`config.mk`:
```
export PLATFORM = sky130hd
export DESIGN_NAME = jtframe_prog_wrbuf
export DESIGN_NICKNAME = d
export VERILOG_FILES = /design/src/rtl/jtframe_prog_pkg.sv /design/src/rtl/jtframe_prog_fifo.sv /design/src/rtl/jtframe_prog_wrbuf.sv
export SDC_FILE = /design/constraint.sdc
export NUM_CORES = 1
export LEC_CHECK = 0
export BUFFER_PORTS_ARGS = -buffer_cell sky130_fd_sc_hd__clkbuf_2
export CAP_MARGIN = 25
export CORE_MARGIN = 3
export CORE_UTILIZATION = 50
export CTS_CLUSTER_DIAMETER = 200
export DETAILED_ROUTE_END_ITERATION = 8
export GPL_ROUTABILITY_DRIVEN = 0
export PLACE_DENSITY = 0.71
export SKIP_LAST_GASP = 1
export SLEW_MARGIN = 20
export SYNTH_ARGS = -nofsm -noshare
export SYNTH_HDL_FRONTEND = slang
export SYNTH_SLANG_ARGS = --single-unit
```
`constraint.sdc`:
```
create_clock -name clk -period 7.36 [get_ports clk]
set_input_delay 0.368 -clock clk [delete_from_list [all_inputs] [get_ports clk]]
set_output_delay 0.368 -clock clk [all_outputs]
set_load 0.03 [all_outputs]
```
`src/rtl/jtframe_prog_pkg.sv`:
```
// Shared types for the ROM download write buffer.
// Word bundle, byte-enable codes and a lane insert helper.
package jtframe_prog_pkg;

  typedef struct packed {
    logic [21:0] addr;
    logic [15:0] data;
    logic [1:0]  dsn;
  } prog_word_t;

  localparam logic [1:0] DSN_LO   = 2'b10;
  localparam logic [1:0] DSN_HI   = 2'b01;
  localparam logic [1:0] DSN_W    = 2'b00;
  localparam logic [1:0] DSN_NONE = 2'b11;

  // Writes byte b into every lane whose active-low enable is set.
  function automatic logic [15:0] put_byte(
    input logic [1:0]  mask,
    input logic [7:0]  b,
    input logic [15:0] old
  );
    put_byte = old;
    if (!mask[0]) put_byte[7:0]  = b;
    if (!mask[1]) put_byte[15:8] = b;
  endfunction

endpackage

```
`src/rtl/jtframe_prog_fifo.sv`:
```
// Single-clock FIFO of prog_word_t entries.
// Ports: push/din in, pop/dout out, full, empty, free_slots.
module jtframe_prog_fifo
  import jtframe_prog_pkg::*;
#(
  parameter int DW_LOG2 = 2
) (
  input  logic             clk,
  input  logic             rst,
  input  logic             push,
  input  prog_word_t       din,
  input  logic             pop,
  output prog_word_t       dout,
  output logic             full,
  output logic             empty,
  output logic [DW_LOG2:0] free_slots
);

  localparam int DEPTH = 1 << DW_LOG2;
  localparam logic [DW_LOG2:0] DEPTH_V = (DW_LOG2+1)'(DEPTH);
  localparam logic [DW_LOG2:0] ONE = (DW_LOG2+1)'(1);

  prog_word_t       mem_q [DEPTH];
  prog_word_t       mem_d [DEPTH];
  logic [DW_LOG2:0] wr_q, wr_d;
  logic [DW_LOG2:0] rd_q, rd_d;
  logic [DW_LOG2:0] used;
  logic             push_ok;
  logic             pop_ok;

  assign empty = wr_q == rd_q;
  assign full  = (wr_q[DW_LOG2] != rd_q[DW_LOG2]) &&
                 (wr_q[DW_LOG2-1:0] == rd_q[DW_LOG2-1:0]);
  assign used       = wr_q - rd_q;
  assign free_slots = DEPTH_V - used;
  assign dout       = mem_q[rd_q[DW_LOG2-1:0]];

  // A push into a full FIFO is legal when the head leaves in the same cycle.
  assign pop_ok  = pop && !empty;
  assign push_ok = push && (!full || pop_ok);

  always_comb begin
    mem_d = mem_q;
    wr_d  = wr_q;
    rd_d  = rd_q;
    if (push_ok) begin
      mem_d[wr_q[DW_LOG2-1:0]] = din;
      wr_d = wr_q + ONE;
    end
    if (pop_ok) rd_d = rd_q + ONE;
  end

  always_ff @(posedge clk or posedge rst) begin
    if (rst) begin
      mem_q <= '{default: '0};
      wr_q  <= '0;
      rd_q  <= '0;
    end else begin
      mem_q <= mem_d;
      wr_q  <= wr_d;
      rd_q  <= rd_d;
    end
  end

endmodule

```
`src/rtl/jtframe_prog_wrbuf.sv`:
```
// Merges prog_* byte writes into 16-bit words and queues them to SDRAM.
// In: prog_* byte stream, downloading, ba_rdy. Out: sdram_ack, ba_*, done.
module jtframe_prog_wrbuf
  import jtframe_prog_pkg::*;
#(
  parameter int DW_LOG2      = 2,
  parameter int FLUSH_CYCLES = 16
) (
  input  logic        clk,
  input  logic        rst,
  input  logic        downloading,
  input  logic [21:0] prog_addr,
  input  logic [7:0]  prog_data,
  input  logic [1:0]  prog_mask,
  input  logic        prog_we,
  output logic        sdram_ack,
  output logic [21:0] ba_addr,
  output logic [15:0] ba_din,
  output logic [1:0]  ba_dsn,
  output logic        ba_wr,
  input  logic        ba_rdy,
  output logic        done
);

  typedef enum logic {ST_IDLE, ST_WAIT} st_t;

  localparam int CW = $clog2(FLUSH_CYCLES + 1);
  localparam logic [CW-1:0] IDLE_LAST = CW'(FLUSH_CYCLES - 1);
  localparam int AW = DW_LOG2 + 2;

  st_t              st_q, st_d;
  prog_word_t       ba_q, ba_d;
  logic             ba_wr_q, ba_wr_d;
  prog_word_t       m_q, m_d;
  logic             m_vld_q, m_vld_d;
  logic [CW-1:0]    idle_q, idle_d;
  logic             ack_q, ack_d;
  logic             done_q, done_d;

  logic             push;
  logic             pop;
  prog_word_t       push_word;
  prog_word_t       head;
  logic             full;
  logic             empty;
  logic [DW_LOG2:0] free_slots;
  logic [AW-1:0]    avail;

  prog_word_t       new_w;
  logic             same_word;
  logic             can_go;
  logic             accept;
  logic             flush;

  jtframe_prog_fifo #(.DW_LOG2(DW_LOG2)) u_fifo (
    .clk        (clk),
    .rst        (rst),
    .push       (push),
    .din        (push_word),
    .pop        (pop),
    .dout       (head),
    .full       (full),
    .empty      (empty),
    .free_slots (free_slots)
  );

  assign sdram_ack = ack_q;
  assign ba_addr   = ba_q.addr;
  assign ba_din    = ba_q.data;
  assign ba_dsn    = ba_q.dsn;
  assign ba_wr     = ba_wr_q;
  assign done      = done_q;

  always_comb begin
    st_d    = st_q;
    ba_d    = ba_q;
    ba_wr_d = ba_wr_q;
    pop     = 1'b0;
    unique case (st_q)
      ST_IDLE: begin
        if (!empty) begin
          ba_d    = head;
          ba_wr_d = 1'b1;
          pop     = 1'b1;
          st_d    = ST_WAIT;
        end
      end
      ST_WAIT: begin
        if (ba_rdy) begin
          ba_wr_d = 1'b0;
          st_d    = ST_IDLE;
        end
      end
      default: st_d = ST_IDLE;
    endcase
  end

  // Slots usable this cycle, counting the one a concurrent pop frees.
  assign avail = AW'(free_slots) + AW'(pop);

  always_comb begin
    m_d       = m_q;
    m_vld_d   = m_vld_q;
    idle_d    = idle_q;
    push      = 1'b0;
    push_word = m_q;
    flush     = 1'b0;

    new_w.addr = prog_addr;
    new_w.dsn  = prog_mask;
    new_w.data = put_byte(prog_mask, prog_data, 16'h0);

    same_word = m_vld_q && (m_q.addr == prog_addr) &&
                ((m_q.dsn | prog_mask) == DSN_NONE) &&
                ((m_q.dsn & prog_mask) == DSN_W);

    // A full word parks in M for one cycle; reserving two slots
    // guarantees both it and any older half word get a slot.
    if (prog_mask == DSN_NONE)   can_go = 1'b1;
    else if (prog_mask == DSN_W) can_go = avail >= AW'(2);
    else if (!m_vld_q)           can_go = 1'b1;
    else                         can_go = !full || pop;

    accept = prog_we && !ack_q && downloading && can_go;

    if (accept) begin
      idle_d = '0;
      if (prog_mask == DSN_NONE) begin
        m_vld_d = m_vld_q;
      end else if (same_word) begin
        push           = 1'b1;
        push_word.data = put_byte(prog_mask, prog_data, m_q.data);
        push_word.dsn  = DSN_W;
        m_vld_d        = 1'b0;
      end else begin
        push    = m_vld_q;
        m_d     = new_w;
        m_vld_d = 1'b1;
      end
    end else if (m_vld_q) begin
      flush = (m_q.dsn == DSN_W) ||
              ((!downloading || idle_q == IDLE_LAST) && avail != '0);
      if (flush) begin
        push    = 1'b1;
        m_vld_d = 1'b0;
        idle_d  = '0;
      end else if (idle_q != IDLE_LAST) begin
        idle_d = idle_q + CW'(1);
      end
    end else begin
      idle_d = '0;
    end

    ack_d  = accept;
    done_d = !downloading && !m_vld_q && empty && (st_q == ST_IDLE);
  end

  always_ff @(posedge clk or posedge rst) begin
    if (rst) begin
      st_q    <= ST_IDLE;
      ba_q    <= '{addr: '0, data: '0, dsn: DSN_NONE};
      ba_wr_q <= 1'b0;
      m_q     <= '{addr: '0, data: '0, dsn: DSN_NONE};
      m_vld_q <= 1'b0;
      idle_q  <= '0;
      ack_q   <= 1'b0;
      done_q  <= 1'b0;
    end else begin
      st_q    <= st_d;
      ba_q    <= ba_d;
      ba_wr_q <= ba_wr_d;
      m_q     <= m_d;
      m_vld_q <= m_vld_d;
      idle_q  <= idle_d;
      ack_q   <= ack_d;
      done_q  <= done_d;
    end
  end

endmodule

```
* Yosys cells after proc, flatten, opt, wreduce, memory -nomap -nowiden *
Cells that the tools add are included.

storage, ports and cells
  word-level logic and storage cells = 123
  flip-flop bits (word level) = 256
  input bits = 37

operators by class
  equality and inequality tests = 12
  bitwise gates (word level) = 8
  muxes and demuxes = 37
  reductions and logical operators = 30
  add/sub/neg operators = 6
  magnitude comparators = 4

operator list
  kind                                                                      count
  160-bit bitwise mux                                                       1
  40-bit two-way mux                                                        3
  40-bit binary-select mux with 2-bit select                                1
  40-bit demux with 2-bit select                                            1
  18-bit two-way mux                                                        3
  8-bit two-way mux                                                         4
  22-bit equality test                                                      1
  5-bit two-way mux                                                         4
  1-bit two-way mux                                                         18
  1-bit logical AND                                                         14
  3-bit by 1-bit adder with 3-bit output (second input constant)            2
  3-bit >= comparator (second input constant)                               2
  2-bit zero test                                                           3
  2-bit inequality test (second input constant)                             3
  2-bit inverter with 3-bit output                                          2
  5-bit by 1-bit adder with 5-bit output (second input constant)            1
  5-bit by 4-bit equality test with 1-bit output (second input constant)    1
  1-bit zero test                                                           5
  5-bit by 4-bit inequality test with 1-bit output (second input constant)  1
  3-bit by 1-bit adder with 4-bit output                                    1
  2-bit equality test (second input constant)                               2
  4-bit by 2-bit >= comparator with 1-bit output (second input constant)    1
  1-bit logical OR                                                          4
  4-bit by 1-bit inequality test with 1-bit output (second input constant)  1
  13 further kinds                                                          18

* Longest topological paths before layout *
  depth after elaboration = 11
  gate-level depth with buffers = 15

* Hierarchy *
From an unflattened synthesis, not the netlist that was laid out.

second synthesis, totals
  cells, all modules = 737
  area, all modules = 11771.3 µm²

modules (own cells, without submodules)
  module              cells an instance  seq. area each (µm²)  times used  area an instance (µm²)
  jtframe_prog_fifo   435                4154.0                1           7593.5
  jtframe_prog_wrbuf  302                2257.2                1           4177.8

* Worst setup path after synthesis *
No wires, ideal clock.

  path type = register -> register
  start = reg u_fifo.rd_q[0]
  end = reg m_q[19] in the netlist's numbering
  required time = 7.235 ns
  period minus slack after synthesis = 3.560 ns
  library setup time = 0.125 ns
  data arrival time = 3.436 ns
  slack = 3.800 ns
  cell stages (with the launch flop) = 15
  path buffers = 3
  path through = dfrtp_1 clkbuf_1 buf_1 inv_1 ha_1 inv_1 ha_1 xor2_1 xnor2_1 mux2_2 o31ai_4 inv_2 nand3b_1 buf_2 mux2_2

on the way
  cells in the longest elaborated chain, start to end = 9

ends and longest elaborated chain
  what                                                                            line                       text
  start, declared                                                                 jtframe_prog_fifo.sv:26    logic [DW_LOG2:0] rd_q, rd_d;
  start signal, assigned                                                          jtframe_prog_fifo.sv:61    rd_q <= rd_d;
  branches (longest 5 deep; another with 3-bit by 1-bit adder with 4-bit output)  -
  1-bit two-way mux *                                                             jtframe_prog_wrbuf.sv:120  else if (prog_mask == DSN_W) can_go = avail >= AW'(2);
  1-bit two-way mux *                                                             jtframe_prog_wrbuf.sv:119  if (prog_mask == DSN_NONE) can_go = 1'b1;
  1-bit logical AND *                                                             jtframe_prog_wrbuf.sv:124  accept = prog_we && !ack_q && downloading && can_go;
  named net accept                                                                jtframe_prog_wrbuf.sv:52   logic accept;
  3-bit AND reduction (no line) *                                                 -
  end signal, assigned                                                            jtframe_prog_wrbuf.sv:163  m_q <= '{addr: '0, data: '0, dsn: DSN_NONE};
  end signal, assigned                                                            jtframe_prog_wrbuf.sv:172  m_q <= m_d;
  end, declared                                                                   jtframe_prog_wrbuf.sv:34   prog_word_t m_q, m_d;

Mark *: on every way through the listed nets, which the timed path passes.
A chain may end at the register's enable or synchronous reset.

* Worst setup path after layout *
  start = reg u_fifo.wr_q[1]
  end = reg m_q[21] in the netlist's numbering

on the way
  cells in the longest elaborated chain, start to end = 9

ends and longest elaborated chain
  what                                                                            line                       text
  start, declared                                                                 jtframe_prog_fifo.sv:25    logic [DW_LOG2:0] wr_q, wr_d;
  start signal, assigned                                                          jtframe_prog_fifo.sv:60    wr_q <= wr_d;
  branches (longest 5 deep; another with 3-bit by 1-bit adder with 4-bit output)  -
  1-bit two-way mux *                                                             jtframe_prog_wrbuf.sv:120
  1-bit two-way mux *                                                             jtframe_prog_wrbuf.sv:119
  1-bit logical AND *                                                             jtframe_prog_wrbuf.sv:124
  named net accept                                                                jtframe_prog_wrbuf.sv:52
  3-bit AND reduction (no line) *                                                 -

Marked as above.

==> results.md <==
- The placeable core region is 22100 µm².
- For this run the aggregate overflow at the end of global routing stands at 0.
- The deepest clock path buffer count is 3.
- The effective utilization at floorplan is 0.514.
- For this run, global-route usage on met1 was measured as 0.279.
- The clock reaches the later pin of the worst-skew pair after between 0.5 and 0.6 ns.
- The via count of the first global-routing pass is 7152.
- The combinational group share of total power is 0.375.
- The worst register-to-register path begins at u_fifo.wr_q[1].
- For met3 alone, demand over resource in global routing was 0.0301.
- The dominant synthesized flop cell is sky130_fd_sc_hd__dfrtp_1.
- For this design the ratio of total power to cell area is around 470 nW/µm².
- Row generation in the floorplan step produced 54 rows.
- The number of nets handed over by synthesis was between 700 and 800.
- The endpoint arrival time on the critical path is 4.56 ns.
- Setup repair after global routing left no endpoint under its margin.
- Using the TritonRoute via totals, the vias-per-cell ratio works out to 5.72.
- In the global route stage, met2 resource usage came out at 0.341.
- The cell type with the highest aggregate area in the netlist is sky130_fd_sc_hd__dfrtp_1.
- Setup violations remaining at the end of the flow were counted as 0.
- The relative slew slack is 0.300.
- The clock-pin slew of the registers on the worst-case setup and hold paths is around 0.06 ns.
- Gates resized during post-CTS repair numbered 0.
- The synthesized netlist cell count is around 740.
- The die covers between 20000 and 25000 µm².
- In the final layout, the share of cells above drive strength 1 is 0.327.
- The post-synthesis sequential element count is roughly 260.
- The critical path is of the register to register type.
- The detail route stage leaves a number of antenna-violating nets equal to 0.
- The net switching power is around 2.1 mW.
- The sequential power share is 0.390.
- The classification of the worst-slack hold path is input pin to register.
- The number of antenna violations at the first check in global routing is 2.
- In the routed design, unresolved DRC markers number 0.
- The detailed router finished its first iteration with approximately 310 violations.
- The depth of the CTS H-tree is 1.
- Dividing the detail-routed wire length by the instance count gives about 21 µm.
- The maximum clock skew at final layout is 0.0114 ns.
- The number of library cell types mapped by synthesis is 42.
- The global-route layer with the greatest usage is met2.
- For this run, the register share of the synthesized area comes to 0.565.
- In the finished design, the share of the clock period the worst path needs comes to 0.565.
- The most common cell in the synthesized netlist is sky130_fd_sc_hd__dfrtp_1.
- Detailed placement ended at an HPWL of around 16000 µm.
- The total global-route track usage is 0.201.
- The cell sitting at the root of the clock tree is a sky130_fd_sc_hd__clkbuf_16.
- The largest net degree at the start of global routing is 188.
- Compared with the post-synthesis result, the final layout area differs by 16.2%.
- The fraction of power consumed by the clock network is 0.235.
- Measured in cells, the most critical reg-to-reg path has a length of 11.
- The count of pins on the block boundary is 80.
- The design draws about 6.2 mW.
- Detailed routing inserted a total of roughly 6400 vias.
- The number of input and output port buffers inserted is 79.
- The number of hold-slack violations in the final timing report is 0.
- The launching element type of the critical path is a register.
- For the pin with the worst max-slew slack, the measured transition is about 1.0 ns.
- The biggest fanout along the worst timing path is 33.
- The total iterations of the first detailed-routing run is 6.
- The filler cells instantiated in the layout total about 1700.
- In this run the most critical hold path is launched from ba_rdy.
- The flow ran to the end, and the final reports show no timing, DRC or antenna violations.
- The synthesized design contains 0 enable-type register cells.
- The vertical extent of the die is 157 µm.
- In the synthesized netlist the async set-or-reset flop fraction comes to 1.00.
- The worst hold path passes through 2 cells.
- The data required time of the worst path is approximately 7.8 ns.
- The switching share of power is 0.342.
- The endpoint class of the critical path is a register.
- After routing, the total negative slack on setup checks comes to 0 ns.
- The largest vdd supply drop is 328 µV.
- The analysis attributes to cell leakage a power of about 6.0 nW.
- The minimum period implied by the final worst setup slack is about 4.2 ns.
- The final count of pins violating max slew is 0.
- Sorting the synthesized cells by area gives the leading types as sky130_fd_sc_hd__dfrtp_1 (56%), sky130_fd_sc_hd__mux2_1 (17%), sky130_fd_sc_hd__mux4_2 (7.9%).
- The net count of the finished layout is 868.
- TritonCTS built the clock tree.
- Internal power comes to just over 4 mW.
- The reported max-cap violation count is 0.
- Ranked by instance count, the synthesized netlist is headed by sky130_fd_sc_hd__dfrtp_1 (252), sky130_fd_sc_hd__mux2_1 (169), sky130_fd_sc_hd__mux2_2 (72).
- Clock tree synthesis inserted a total of 28 buffers.
- The worst-case register-to-register setup slack is 3.20 ns.
- Yosys printed 0 warnings.
- The number of setup buffers added after CTS is 0.
- The total wirelength of the detailed-routed design is approximately 24000 µm.
- For hold timing, the worst endpoint is st_q.
- The count of clock tree sinks is about 260.
- The synthesized netlist occupies a cell area of around 11000 µm².
- The utilization after layout is 0.597.
- The maximum operating frequency is 240 MHz.
- The first global-routing pass estimated 39200 µm of wire.
- Measured along the x axis, the die boundary spans approximately 160 µm.
- The fraction of post-synthesis cell area in the top cell type by area is 0.555.
- The average cell area after synthesis is ~15 µm².
- In this run, post-CTS hold repair placed 0 buffers.
- The critical register-to-register path endpoint is m_q[21].
- 0 antenna diodes ended up in the layout.
[layer usage]
layer | vias to the layer above | routed length [µm]
met5 | - | 33
met3 | 34 | 875
li1 | 2878 | -
met1 | 3387 | 10700
met4 | 4 | 363
met2 | 114 | 11900
[through the flow]
| step | setup slack [ns] | cell area (µm²) | std cells | hold slack [ns] |
|---|---|---|---|---|
| global route | 3.00 | 13200 | 1121 | 0.0220 |
| finish | 3.20 | 13200 | 1121 | 0.0340 |
| CTS | 3.24 | 13100 | 1119 | 0.0168 |
| detailed placement | 3.28 | 12100 | 1068 | 0.471 |
| floorplan | 3.62 | 11400 | 735 | 0.439 |
| global placement | 3.39 | 12100 | 1066 | 0.461 |
[critical path: stages (launching register included)]
cell and delay [ns]:
sky130_fd_sc_hd__dfrtp_1 0.40, sky130_fd_sc_hd__inv_1 0.10, sky130_fd_sc_hd__ha_1 0.38, sky130_fd_sc_hd__ha_1 0.25, sky130_fd_sc_hd__xor2_1 0.15, sky130_fd_sc_hd__xnor2_1 0.26, sky130_fd_sc_hd__mux2_2 0.43, sky130_fd_sc_hd__o31ai_4 0.66
sky130_fd_sc_hd__inv_2 0.12, sky130_fd_sc_hd__nand3b_1 0.37, sky130_fd_sc_hd__buf_4 0.47, sky130_fd_sc_hd__mux2_2 0.40
[cell families (layout without fill, tap and decap cells)]
family / count (synthesis) / after routing / share of synthesized area
buf+inv: 51 / 157 / 0.0198
fa+ha+maj: 11 / 11 / 0.0121
flops: 256 / 256 / 0.565
simple gates: 63 / 63 / 0.0302
mux: 283 / 283 / 0.320
compound gates: 36 / 36 / 0.0253
xor+xnor: 35 / 35 / 0.0277
[area by class of cell]
class | count | area (µm²) | share of cell area
Inverter | 12 | 48.8 | 0.00370
Clock inverter | 12 | 176 | 0.0134
Tap cell | 280 | 350 | 0.0266
Multi-Input combinational cell | 428 | 4790 | 0.363
Sequential cell | 256 | 6410 | 0.486
Timing Repair Buffer | 94 | 601 | 0.0455
Clock buffer | 39 | 813 | 0.0617
[cells in the final DEF, fill, tap and decap left out, types with 11 or more instances in the layout]
cell                        synthesis  routed
sky130_fd_sc_hd__a22o_1            16      16
sky130_fd_sc_hd__clkbuf_16          0      29
sky130_fd_sc_hd__clkbuf_2           0      79
sky130_fd_sc_hd__dfrtp_1          252     250
sky130_fd_sc_hd__ha_1              11      11
sky130_fd_sc_hd__mux2_1           169     169
sky130_fd_sc_hd__mux2_2            72      72
sky130_fd_sc_hd__mux4_2            40      40
sky130_fd_sc_hd__nor2_1            16      16
sky130_fd_sc_hd__xnor2_1           24      24
[worst max-delay path by stage]
stage	start	endpoint	slack, ns	depth (start not counted)
after global placement	u_fifo.wr_q[1]	u_fifo.mem_q[75]	3.39	11
after global routing	u_fifo.wr_q[1]	m_q[21]	3.00	11
after floorplan	rst	ba_addr[0]	3.62	1
after detailed placement	u_fifo.wr_q[1]	m_q[26]	3.28	11
final	u_fifo.wr_q[1]	m_q[21]	3.20	11
after CTS	u_fifo.wr_q[1]	m_q[21]	3.24	11
[state kept, by name, indices dropped and copies added (netlist names)]
register,count
u_fifo.mem_q,160
m_q,40
ba_addr,22
ba_din,16
idle_q,5
u_fifo.rd_q,3
u_fifo.wr_q,3
ba_dsn,2
ba_wr,1
done,1
m_vld_q,1
sdram_ack,1
st_q,1
[power by group through the flow]
stage                     Combinational [mW]  Clock [mW]  Sequential [mW]
after CTS                               2.37        1.50             2.43
final                                   2.35        1.47             2.43
after floorplan                         1.61           0             2.50
after global placement                  2.26           0             2.40
after detailed placement                2.36           0             2.46
after global routing                    2.55        1.56             2.51
Power figures use the tool's default switching activity.
